==> src/rtl/mod_datapath_if.sv <==
//------------------------------------------------------------------------------
// mod_datapath_if : start/done request bus between execute stage and the
//                   iterative remainder/quotient datapath.
// Revision: 1.0
//------------------------------------------------------------------------------
`default_nettype none

interface mod_datapath_if #(
  parameter int WIDTH = 32
);
  logic             start;
  logic [WIDTH-1:0] a_in;
  logic [WIDTH-1:0] b_in;
  logic             busy;
  logic             done;
  logic [WIDTH-1:0] remainder;
  logic [WIDTH-1:0] quotient;
  logic             div_zero;

  modport master (
    output start, a_in, b_in,
    input  busy, done, remainder, quotient, div_zero
  );

  modport slave (
    input  start, a_in, b_in,
    output busy, done, remainder, quotient, div_zero
  );
endinterface

`default_nettype wire

==> src/rtl/mod_datapath.sv <==
//------------------------------------------------------------------------------
// mod_datapath : remainder/quotient registers driven by an external compare/
//                subtract controller; adds start/done handshake and restart.
// Revision: 1.0
//------------------------------------------------------------------------------
`default_nettype none

module mod_datapath #(
  parameter int WIDTH = 32
) (
  input  wire logic          CLK,
  input  wire logic          reset,
  mod_datapath_if.slave      bus,
  input  wire logic          i_we,
  input  wire logic          i_s,
  output logic               o_is_less,
  output logic               o_ctl_rst
);

  logic [WIDTH-1:0] r_r;
  logic [WIDTH-1:0] r_b;
  logic [WIDTH-1:0] r_a_hold;
  logic [WIDTH-1:0] r_q;
  logic             r_loaded;
  logic             r_busy;
  logic             r_done;
  logic [WIDTH-1:0] r_remainder;
  logic [WIDTH-1:0] r_quotient;
  logic             r_div_zero;

  logic w_accept;
  logic w_b_zero;
  logic w_finish;

  assign w_accept  = bus.start & ~r_busy;
  assign w_b_zero  = (bus.b_in == '0);
  assign o_is_less = (r_r < r_b);
  assign o_ctl_rst = reset | (w_accept & ~w_b_zero);
  // The controller's compare cycle (we=0, s=1) with R<B ends the operation.
  assign w_finish  = r_busy & r_loaded & ~i_we & i_s & o_is_less;

  always_ff @(posedge CLK) begin
    if (reset) begin
      r_r         <= '0;
      r_b         <= '0;
      r_a_hold    <= '0;
      r_q         <= '0;
      r_loaded    <= 1'b0;
      r_busy      <= 1'b0;
      r_done      <= 1'b0;
      r_remainder <= '0;
      r_quotient  <= '0;
      r_div_zero  <= 1'b0;
    end else begin
      r_done <= 1'b0;
      if (w_accept) begin
        if (!w_b_zero) begin
          r_a_hold <= bus.a_in;
          r_b      <= bus.b_in;
          r_q      <= '0;
          r_loaded <= 1'b0;
          r_busy   <= 1'b1;
        end else begin
          r_done      <= 1'b1;
          r_div_zero  <= 1'b1;
          r_remainder <= bus.a_in;
          r_quotient  <= '1;
        end
      end else if (r_busy) begin
        if (i_we) begin
          if (!i_s) begin
            r_r      <= r_a_hold;
            r_loaded <= 1'b1;
          end else begin
            r_r <= r_r - r_b;
            r_q <= r_q + 1'b1;
          end
        end else if (w_finish) begin
          r_remainder <= r_r;
          r_quotient  <= r_q;
          r_div_zero  <= 1'b0;
          r_busy      <= 1'b0;
          r_done      <= 1'b1;
        end
      end
    end
  end

  assign bus.busy      = r_busy;
  assign bus.done      = r_done;
  assign bus.remainder = r_remainder;
  assign bus.quotient  = r_quotient;
  assign bus.div_zero  = r_div_zero;

endmodule

`default_nettype wire

==> src/flat_wrapper.sv <==
// flat-port wrapper written by rule: the top's interface ports become plain ports
module mod_datapath_flat 
#(
  parameter int WIDTH = 32
)
  (CLK, reset, i_we, i_s, o_is_less, o_ctl_rst, bus_start, bus_a_in, bus_b_in, bus_busy, bus_done, bus_remainder, bus_quotient, bus_div_zero);
  mod_datapath_if #(.WIDTH(WIDTH)) bus_i ();
  input  wire logic CLK;
  input  wire logic reset;
  input  wire logic i_we;
  input  wire logic i_s;
  output logic o_is_less;
  output logic o_ctl_rst;
  input wire logic [$bits(bus_i.start)-1:0] bus_start;
  input wire logic [$bits(bus_i.a_in)-1:0] bus_a_in;
  input wire logic [$bits(bus_i.b_in)-1:0] bus_b_in;
  output wire logic [$bits(bus_i.busy)-1:0] bus_busy;
  output wire logic [$bits(bus_i.done)-1:0] bus_done;
  output wire logic [$bits(bus_i.remainder)-1:0] bus_remainder;
  output wire logic [$bits(bus_i.quotient)-1:0] bus_quotient;
  output wire logic [$bits(bus_i.div_zero)-1:0] bus_div_zero;
  assign bus_i.start = bus_start;
  assign bus_i.a_in = bus_a_in;
  assign bus_i.b_in = bus_b_in;
  assign bus_busy = bus_i.busy;
  assign bus_done = bus_i.done;
  assign bus_remainder = bus_i.remainder;
  assign bus_quotient = bus_i.quotient;
  assign bus_div_zero = bus_i.div_zero;
  mod_datapath #(.WIDTH(WIDTH)) u_core (.CLK(CLK), .reset(reset), .bus(bus_i), .i_we(i_we), .i_s(i_s), .o_is_less(o_is_less), .o_ctl_rst(o_ctl_rst));
endmodule
==> config.mk <==
export PLATFORM = sky130hd
export DESIGN_NAME = mod_datapath_flat
export DESIGN_NICKNAME = d
export VERILOG_FILES = /design/src/rtl/mod_datapath_if.sv /design/src/rtl/mod_datapath.sv /design/src/flat_wrapper.sv
export SDC_FILE = /design/constraint.sdc
export NUM_CORES = 1
export LEC_CHECK = 0
export CELL_PAD_IN_SITES_DETAIL_PLACEMENT = 0
export CELL_PAD_IN_SITES_GLOBAL_PLACEMENT = 1
export CORE_ASPECT_RATIO = 0.9
export CORE_UTILIZATION = 46
export CTS_BUF_LIST = sky130_fd_sc_hd__clkbuf_4
export DETAILED_ROUTE_END_ITERATION = 10
export PLACE_DENSITY = 0.87
export SYNTH_ARGS = -nofsm -noshare
export SYNTH_HDL_FRONTEND = slang
export SYNTH_SLANG_ARGS = --single-unit
==> constraint.sdc <==
create_clock -name CLK -period 8.11 [get_ports CLK]
set_input_delay 1.622 -clock CLK [delete_from_list [all_inputs] [get_ports CLK]]
set_output_delay 1.622 -clock CLK [all_outputs]
set_load 0.1 [all_outputs]
## Word-level counts from Yosys, hierarchy flattened

Index checks and enable logic that the tools add are counted.

| cells by class | value |
|---|---|
| add/subtract/negate cells | 2 |
| $lt $le $gt $ge | 1 |
| equality and inequality tests | 4 |
| muxes and demuxes | 36 |
| bitwise logic cells | 11 |
| reduce and logical (&&, ||, !) cells | 10 |

Operators by type and width:

| operator | number |
|---|---|
| 32-bit 2-to-1 mux | 16 |
| 32-bit by 1-bit adder with 32-bit output (second input constant) | 1 |
| 32-bit zero test | 1 |
| 32-bit < comparator | 1 |
| 32-bit subtractor | 1 |
| 1-bit 2-to-1 mux | 20 |
| 4-bit AND reduction | 3 |
| 2-bit nonzero test | 4 |
| 1-bit bitwise AND | 6 |
| 2-bit by 1-bit inequality test with 1-bit output (second input constant) | 2 |
| 2-bit inequality test (second input constant) | 2 |
| 1-bit inverter | 4 |
| 3-bit AND reduction | 1 |
| 2-bit AND reduction | 1 |
| 1-bit bitwise OR | 1 |

| storage, ports and cells | value |
|---|---|
| register bits | 196 |
| output and inout bits | 69 |

## Longest topological paths before layout

| depth | value |
|---|---|
| depth in word-level cells | 8 |
| gate-level depth with buffers | 15 |
| depth with buffers taken out | 13 |

## Least setup slack after synthesis

Ideal clock, no wire load.

| path | value |
|---|---|
| path type | input to output |
| from | in reset |
| to | out o_ctl_rst |
| arrival | 3.170 ns |
| slack | 3.318 ns |
| stages | 4 |
| buffers on the path | 2 |
| cell sequence | clkbuf_1 > inv_1 > nand2_1 > clkbuf_1 |

| on the way | value |
|---|---|
| cells in the longest elaborated chain, start to end | 1 |

Ends and longest elaborated chain:

| item | line | source |
|---|---|---|
| start, declared | flat_wrapper.sv:9 | `input wire logic reset;` |
| 1-bit bitwise OR | mod_datapath.sv:38 | `assign o_ctl_rst = reset \| (w_accept & ~w_b_zero);` |
| end, declared | flat_wrapper.sv:13 | `output logic o_ctl_rst;` |

Every way passes these cells.

## Final worst setup path

| path | value |
|---|---|
| from | in bus_b_in[23] |
| to | out o_ctl_rst |

| on the way | value |
|---|---|
| cells in the longest elaborated chain, start to end | 4 |

Ends and longest elaborated chain:

| item | line | source |
|---|---|---|
| start, declared | flat_wrapper.sv:16 | `input wire logic [$bits(bus_i.b_in)-1:0] bus_b_in;` |
| 32-bit zero test | mod_datapath.sv:36 | `assign w_b_zero = (bus.b_in == '0);` |
| 1-bit inverter | mod_datapath.sv:38 |  |
| 1-bit bitwise AND | mod_datapath.sv:38 |  |
| 1-bit bitwise OR | mod_datapath.sv:38 |  |

Every way passes these cells.

==> impl_metrics.toml <==
[floorplanning]
dieArea_sq_mm = 0.0223
core_sq_mm = 0.0210
row_count = 50
chipHeight_um = 142
die_w_um = 157
num_io_pins = 138
initial_core_util_pct = 47.4

[synthesis]
ys_ff_latch = 196
synthArstFlopShare_pct = 0
synth_largest_area_cell = "dfxtp_1"
synth_edf_count = 0
synth_commonest_cells = "dfxtp_1, nand2_1, nor2_1"
syn-num-nets = 1303
synth.most_common_cell = "dfxtp_1"
synthesis.area_sq_mm = 0.00997
yosysUniqueCellTypes = 56
synth.top_cell.area_share_pct = 39.4
synth_cells = 1200
syn_avg_cell_area_sq_um = 8.31
synth_warnings = 0
synth_top_flop_cell = "dfxtp_1"
netlist_top_cells_area = "dfxtp_1, a211oi_2, nand2_1"
seq_area_frac_synth_pct = 39.4

[timing]
slew_violations = 0
setup_tns_ns = 0
fin_ws_ns = 1.82
setup_viol = 0
holdWs_ns = 0.464
fin_skew_ns = 0.0235
post-route-period-util_pct = 77.6
relSlewSlack_pct = 28.1
rsz0062_at_grt = "no"
max_freq_mhz = 159
finalHoldViolations = 0
min_period_ns = 6.29
worst_pin_slew_ns = 1.08

[setup_path]
r2r-start = "u_core.r_r[0]$_SDFFE_PP0P_"
critPathArrivalTime_ns = 4.67
crit_chain = "clkdlybuf4s50_1, nor4_1, nand4_1, o31ai_4, nand2_1, buf_4, clkdlybuf4s50_1"
worst_setup_path_end_kind = "output port"
cpLargestDelayFamily = "buffers and inverters"
cp_slowest_cell = "clkdlybuf4s50_1"
cpMostUsedCell = "clkdlybuf4s50_1"
crit_start = "bus_b_in[23]"
path_buf_inv = 3
critical_path.max_fanout = 31
critPathRequiredTime_ns = 6.49
reg2reg_slack_ns = 3.41
critical_path.max_stage_delay_ns = 1.01
crit_path_start_kind = "input port"
path_class = "in2out"

[routing]
drc = 0
wl_per_cell_um = 16.5
antenna_left = 0
routed_wl_um = 26200
drt-pass1-iter-count = 4
routed_via_density = 5.40
dr.first_iter.drc_count = 562
num_vias = 8590

[layout]
area_growth_pct = 17.6
nNetsFinal = 1393
fillerInstances = 2030
drive_above_1_share_pct = 8.83

[run_status]
status = "finished, final reports clean"

[grt]
grt_use_total_pct = 24.1
grt_pass1_vias = 8067
grt_pass1_wl_um = 41700
grt.overflow.total = 0
grt_max_degree = 92
antenna_found_initial = 2

[clocking]
clock_latency_ns = 0.57
cts_made_buffers = 17
cts_buffer_depth = 2
cts.sinks = 196
post_cts_resized = 0
path_clk_slew_ns = 0.15
root_buffer = "clkbuf_4"
htree_levels = 4
cts_hold_buf = 0
cts_tree = "yes"
cts_setup_buffers = 0

[placed_design]
dp_hpwl_um = 18700
gp_congestion = 0.903
place_ws_ns = 1.83
portBuffers = 137

[worst_hold_path]
hold_path_class = "reg2reg"
hp-start = "u_core.r_a_hold[22]$_SDFFE_PP0P_"

[power_and_ir_drop]
peakVddDrop_v = 0.000103
p_leak_uw = 0.00433
p_per_area_mw_per_mm2 = 181

[flow_run]
maxCapViolCount = 0
## sequential cells by signal, summed over array words and instances (netlist names)
register and cells:
u_core.bus.div_zero 1, u_core.r_r 32, u_core.bus.busy 1, u_core.r_b 32
u_core.r_a_hold 32, u_core.r_loaded 1, u_core.r_q 32, u_core.bus.quotient 32
u_core.bus.remainder 32, u_core.bus.done 1
## per-layer routing
layer | track usage [%] | part of all wire, % | vias to the layer above
met5 | 0 | 0.050 | -
met4 | 5.26 | 1.4 | 2
met3 | 5.04 | 4.9 | 22
met2 | 40.1 | 47 | 183
met1 | 31.9 | 47 | 4042
li1 | - | - | 4341
## area by class of cell
cell class / instances / area [sq um] / share of cell area [%]
antenna: 3 / 7.51 / 0.0640
timing repair buffer: 148 / 1460 / 12.4
clock buffer: 17 / 128 / 1.09
inverter: 48 / 180 / 1.54
clock inverter: 15 / 196 / 1.68
tap: 286 / 358 / 3.05
multi-input combinational: 879 / 5480 / 46.7
sequential: 196 / 3920 / 33.5
## worst register-to-register path: stages, from the launching register on
cell and delay, ns:
dfxtp_1 0.35, inv_1 0.07, ha_1 0.18, inv_1 0.06, fa_1 0.39, a21o_1 0.19, a21oi_2 0.22, o31a_2 0.21
a211oi_2 0.10, o41ai_1 0.66, a41o_1 0.44, a21o_4 0.84, buf_4 0.58, nor2_1 0.11, a211oi_2 0.21
## worst paths after layout
path                                                              to  cells after the start
worst max register to register  u_core.bus.remainder[6]$_SDFFE_PP0P_                     14
worst max-delay path                                       o_ctl_rst                      7
worst min register to register      u_core.r_a_hold[22]$_SDFFE_PP0P_                      2
worst min-delay path                u_core.r_a_hold[22]$_SDFFE_PP0P_                      2
## power breakdown
| part | internal (uW) | switching [uW] |
|---|---|---|
| sequential | 996 | 24.4 |
| combinational | 206 | 321 |
| clock | 223 | 357 |
## cells by family (layout without fill, tap and decap cells)
| kind of cell | Yosys count | in the layout | synth area share, % |
|---|---|---|---|
| simple gates | 446 | 446 | 19.1 |
| compound gates | 304 | 304 | 22.3 |
| flops | 196 | 196 | 39.4 |
| buf+inv | 125 | 228 | 6.05 |
| xor+xnor | 52 | 52 | 4.57 |
| mux | 43 | 43 | 4.33 |
| fa+ha+maj | 34 | 34 | 4.34 |
| other cells | 0 | 3 | 0 |
## cell usage in the layout, fill, tap and decap left out, types with 3 or more instances in the layout
cell type and instances:
nor4_1 9, a21oi_1 131, xor2_1 32, o21bai_1 4
a31oi_1 6, nand3_1 18, a211oi_1 20, o21ai_0 26
nand4_1 17, and3_1 5, clkbuf_4 17, buf_4 11
o31ai_1 4, nand2_1 177, inv_6 3, inv_1 47
or3_1 3, mux2i_1 42, nor2_1 171, a211oi_2 61
bufinv_16 3, o21a_1 8, and4_1 8, a21o_1 19
nor2b_1 7, dfxtp_1 196, clkdlybuf4s50_1 136, nand2b_1 4
xnor2_1 20, and2_1 8, ha_1 33, nor3_1 14
diode_2 3
## stage by stage
step / utilization, % / instances / power, uW / cell area, sq um
6_report: 55.8 / 1592 / 2130 / 11700
3_3_place_gp: 54.2 / 1557 / 1560 / 11400
5_1_grt: 55.8 / 1591 / 2250 / 11700
2_1_floorplan: - / 1200 / 1410 / 9970
4_1_cts: 55.8 / 1589 / 2150 / 11700
3_5_place_dp: 54.2 / 1557 / 1570 / 11400
No activity file was read; power rests on OpenSTA's default activity.
